`src/rtl/processor_dispatcher.sv`:
```
// processor_dispatcher: routes one motion command at a time to the processor channel
// selected by the opcode map, gates its handshakes and registers its step/servo outputs.
module processor_dispatcher #(
    parameter int NUM_PROCS = 2,
    parameter int OP_BITS = 4,
    parameter int STEPPER_X_BITS = 16,
    parameter int STEPPER_Y_BITS = 16,
    parameter logic [NUM_PROCS*OP_BITS-1:0] OP_MAP =
        (NUM_PROCS*OP_BITS)'({OP_BITS'(3), OP_BITS'(2), OP_BITS'(1), OP_BITS'(0)}),
    parameter int TIMEOUT_CYCLES = 0,
    parameter logic SERVO_POS_UP = 1'b0
) (
    input  logic                                clk,
    input  logic                                reset,
    input  logic [OP_BITS-1:0]                  op,
    input  logic                                trigger_in,
    input  logic                                stepper_done_in,
    input  logic [NUM_PROCS*STEPPER_X_BITS-1:0] proc_num_steps_x_in,
    input  logic [NUM_PROCS*STEPPER_Y_BITS-1:0] proc_num_steps_y_in,
    input  logic [NUM_PROCS-1:0]                proc_servo_pos_in,
    input  logic [NUM_PROCS-1:0]                proc_done_in,
    output logic [NUM_PROCS-1:0]                proc_trigger_out,
    output logic [NUM_PROCS-1:0]                proc_stepper_done_out,
    output logic [STEPPER_X_BITS-1:0]           num_steps_x_out,
    output logic [STEPPER_Y_BITS-1:0]           num_steps_y_out,
    output logic                                servo_pos_out,
    output logic                                busy_out,
    output logic                                done_out,
    output logic                                error_out
);
    localparam int CH_BITS = NUM_PROCS > 1 ? $clog2(NUM_PROCS) : 1;

    typedef enum logic [1:0] {IDLE, DISPATCH, BUSY, DONE} state_t;

    state_t state, state_nxt;
    logic [CH_BITS-1:0] ch, ch_hit;
    logic hit, err, ch_done, expired;
    logic [31:0] cnt;

    // Scan from the top so the lowest matching channel index wins on duplicate ops
    always_comb begin
        hit = 1'b0;
        ch_hit = '0;
        for (int i = NUM_PROCS - 1; i >= 0; i--)
            if (OP_MAP[i*OP_BITS +: OP_BITS] == op) begin
                hit = 1'b1;
                ch_hit = CH_BITS'(i);
            end
    end

    assign ch_done = proc_done_in[ch];
    assign expired = TIMEOUT_CYCLES > 0 && cnt == 32'(TIMEOUT_CYCLES - 1);

    always_ff @(posedge clk or negedge reset)
        if (!reset) state <= IDLE;
        else state <= state_nxt;

    always_comb begin
        state_nxt = state;
        case (state)
            IDLE:     if (trigger_in) state_nxt = hit ? DISPATCH : DONE;
            DISPATCH: state_nxt = BUSY;
            BUSY:     if (ch_done || expired) state_nxt = DONE;
            DONE:     state_nxt = IDLE;
        endcase
    end

    // A done arriving in the expiry cycle takes priority, so no error is flagged then
    always_ff @(posedge clk or negedge reset) begin
        if (!reset) begin
            ch <= '0;
            err <= 1'b0;
            cnt <= '0;
            num_steps_x_out <= '0;
            num_steps_y_out <= '0;
            servo_pos_out <= SERVO_POS_UP;
        end else begin
            if (state == IDLE && trigger_in) begin
                ch <= ch_hit;
                err <= !hit;
            end
            if (state == BUSY && !ch_done && expired) err <= 1'b1;
            cnt <= (state == BUSY) ? cnt + 32'd1 : '0;
            if (state == BUSY) begin
                num_steps_x_out <= proc_num_steps_x_in[ch*STEPPER_X_BITS +: STEPPER_X_BITS];
                num_steps_y_out <= proc_num_steps_y_in[ch*STEPPER_Y_BITS +: STEPPER_Y_BITS];
                servo_pos_out <= proc_servo_pos_in[ch];
            end
        end
    end

    always_comb begin
        proc_trigger_out = (state == DISPATCH) ? NUM_PROCS'(1) << ch : '0;
        proc_stepper_done_out = (state == BUSY && stepper_done_in) ? NUM_PROCS'(1) << ch : '0;
        busy_out = state == DISPATCH || state == BUSY;
        done_out = state == DONE;
        error_out = state == DONE && err;
    end
endmodule

```
`config.mk`:
```
export PLATFORM = sky130hd
export DESIGN_NAME = processor_dispatcher
export DESIGN_NICKNAME = d
export VERILOG_FILES = /design/src/rtl/processor_dispatcher.sv
export SDC_FILE = /design/constraint.sdc
export NUM_CORES = 1
export LEC_CHECK = 0
export CORE_MARGIN = 2
export CORE_UTILIZATION = 40
export CTS_BUF_LIST = sky130_fd_sc_hd__clkbuf_4
export DETAILED_ROUTE_END_ITERATION = 6
export GPL_TIMING_DRIVEN = 0
export PLACE_DENSITY = 0.87
export SYNTH_ARGS = -nofsm -noshare
export SYNTH_HDL_FRONTEND = slang
export SYNTH_SLANG_ARGS = --single-unit
```
`constraint.sdc`:
```
create_clock -name clk -period 3.8 [get_ports clk]
set_clock_uncertainty 0.05 [all_clocks]
set_input_delay 0.57 -clock clk [delete_from_list [all_inputs] [get_ports clk]]
set_output_delay 0.57 -clock clk [all_outputs]
set_load 0.01 [all_outputs]
```
==> summary.md <==
| Metric | Value |
|---|---|
| Run status | completed |
| Setup violations, final | 0 |
| Required time worst endpoint | 3.18 ns |
| Grt total ovfl | 0 |
| Bufs and invs on worst path | 4 |
| Post-DRT Antenna Nets | 0 |
| Timing-limited maximum frequency | 367 MHz |
| Number of port buffers | 115 |
| Critical-path cell with the highest stage delay | sky130_fd_sc_hd__clkdlybuf4s50_1 |
| WP data arrival | 2.10 ns |
| Layout area overhead | 69.1% |
| DR DRC count | 0 |
| Initial DRC count | 69 |
| Post-detailed-placement half-perimeter wirelength | 3880 um |
| Final setup TNS | 0 ns |
| Cell Pwr Density | 690 nW/um2 |
| Cell count after synthesis | 175 |
| Overall global routing resource usage | 20.7% |
| PostCTS Resize Cnt | 0 |
| Crit Path Class | register to output pin |
| Cell count of the worst reg-to-reg path | 6 |
| Critical path, cell by cell | inv_1, ha_1, buf_2, buf_2, nand2_1, nor2_1, clkdlybuf4s50_1 |
| Row Count | 24 |
| Setup slack, reg-to-reg | 2.04 ns |
| Synthesized netlist net count | 256 |
| Hold buffers post-CTS | 0 |
| Slew at the pin closest to its max-slew limit | 0.808 ns |
| Warnings from Yosys | 0 |
| Minimum setup slack after placement | 1.42 ns |
| Largest stage delay on the critical path | 0.54 ns |
| Initial Utilization | 41.6% |
| Highest net fanout along the worst path | 10 |
| Clk_lat worst skew | 0.33 ns |
| Min cycle time layout | 2.72 ns |
| Most common library cell in the layout ignoring fill and taps | sky130_fd_sc_hd__clkdlybuf4s50_1 |
| Proportion of synthesized chip area in sequential cells | 50.8% |
| Per-cell routed wire length | 14.3 um |
| Number of storage elements in the synthesis netlist | 37 |
| Wire length of the first global-routing pass | 8220 um |
| Cell seen most often among critical-path stages | sky130_fd_sc_hd__buf_2 |
| TritonCTS Sinks | 37 |
| Core box area | 4380 um2 |
| Number of global-route vias before repair | 1697 |
| LEAKAGE | 1.23 nW |
| Post-DR vias/cell | 4.95 |
| RSZ-0062 raised after global routing | no |
| Share of post-route cells with drive strength above 1 | 5.39% |
| Total number of H-tree levels | 2 |
| Iteration count of the initial detailed-routing pass | 4 |
| Element type at the critical path start | register |
| VDD IR max | 0.349 mV |
| Classification of the worst-slack hold path | input pin to async pin |
| Critical Path Source | state[0] |
| Final hold violation count | 0 |
| Number of max-slew violations in the final report | 0 |
| Post-CTS setup buffer count | 0 |
| Slew HR | 46.2% |
| Critical Path End Type | output pin |
| Inserted Diodes | 0 |
| CTS root buf | sky130_fd_sc_hd__clkbuf_4 |
| Yosys cell types | 19 |
| Post-route design area | 3080 um2 |
| Chip width | 71.5 um |
| Highest-count cells in the layout ignoring fill and taps | sky130_fd_sc_hd__clkdlybuf4s50_1, sky130_fd_sc_hd__dfrtp_1, sky130_fd_sc_hd__nor2_1, sky130_fd_sc_hd__a21oi_1, sky130_fd_sc_hd__mux2i_1 |
| Min setup slack post-route | 1.08 ns |
| Cell class contributing the biggest share of worst-path delay | buffers and inverters |
| Maximum number of pins on one net before global-route repair | 38 |
| Routed wire length | 4990 um |
| Post-synthesis area per instance | 10.4 um2 |
| Number of top-level pins | 116 |
| Worst flop-to-flop path endpoint | num_steps_x_out[6] |
| Critical R2R Launch | state[0] |
| Clock Path Buffers | 2 |
| Vias | 1726 |
| Number of buffers created by CTS | 5 |
| Layout Nets | 378 |
| Full die area | 5110 um2 |
| MaxCap Viol Count | 0 |
| Die Span Y | 71.5 um |
| TritonCTS clock tree | done |
| Syn Std Cell Area | 1820 um2 |
| Post-place instance area | 3030 um2 |
| Placer's final routability congestion estimate | 0.839 |
| Clock-pin slew on the worst setup and hold paths | 0.10 ns |
| Ratio of final minimum period to clock period | 71.6% |
| Antenna violations before repair | 0 |
==> metrics by stage <==
step           hold WS [ns]  power, mW  util (%)  cells
2_1_floorplan         0.224       1.32         -    175
3_3_place_gp          0.419       1.92      69.3    342
3_5_place_dp          0.427       1.95      69.2    342
4_1_cts               0.285       2.16      70.3    349
5_1_grt               0.308       2.30      70.3    349
6_report              0.268       2.13      70.3    349
==> flip-flops by register name, indices dropped and copies added (netlist names) <==
signal           flops
num_steps_y_out     16
ch                   1
servo_pos_out        1
err                  1
state                2
num_steps_x_out     16
==> where the power goes <==
| part | internal, mW | switching, mW | leakage [nW] |
|---|---|---|---|
| clock network | 0.0743 | 0.118 | 0.0292 |
| logic | 0.661 | 0.575 | 0.786 |
| registers | 0.590 | 0.110 | 0.411 |
==> cell usage after synthesis, drive strengths merged <==
library cell / count / share of area (%)
a21oi: 35 / 9.6
and2: 2 / 0.69
and3: 1 / 0.34
buf: 8 / 4.3
clkbuf: 4 / 0.82
dfrtp: 37 / 51
ha: 5 / 3.4
inv: 2 / 0.41
mux2: 1 / 0.62
mux2i: 34 / 19
nand2: 5 / 1.0
nor2: 35 / 7.2
nor2b: 2 / 0.69
nor3: 1 / 0.27
o21ai: 2 / 0.55
o32a: 1 / 0.55
==> per-layer routing <==
layer | share of wire, % | track usage [%] | up-vias | wire [um]
li1 | - | - | 838 | -
met1 | 41 | 25.9 | 814 | 2040
met2 | 50 | 34.8 | 66 | 2520
met3 | 7.2 | 6.19 | 8 | 357
met4 | 1.6 | 6.29 | 0 | 78
met5 | 0 | 0 | - | 0
==> worst max path at each step <==
stage,depth (start not counted),to
2_1_floorplan,6,proc_stepper_done_out[0]
3_3_place_gp,1,num_steps_x_out[6]
3_5_place_dp,7,proc_stepper_done_out[0]
4_1_cts,7,proc_stepper_done_out[0]
5_1_grt,7,proc_stepper_done_out[0]
6_report,7,proc_stepper_done_out[0]
==> cell type report <==
type,instances,area (um2)
Inverter,2,7.51
Clock inverter,1,3.75
Fill cell,354,1300
Clock buffer,6,45.0
Buffer,12,93.8
Sequential cell,37,926
Tap cell,52,65.1
Timing Repair Buffer,115,1150
Multi-Input combinational cell,124,796
==> cell families (layout without fill, tap and decap cells) <==
group / count (synthesis) / count (layout) / synth area share [%]
AND/OR/NAND/NOR: 46 / 46 / 10.2
multiplexers: 35 / 35 / 19.3
adder cells (fa/ha/maj): 5 / 5 / 3.43
AO/OA/AOI/OAI: 38 / 38 / 10.7
buffers and inverters: 14 / 136 / 5.56
flip-flops: 37 / 37 / 50.8
No activity file was read; power rests on OpenSTA's default activity.
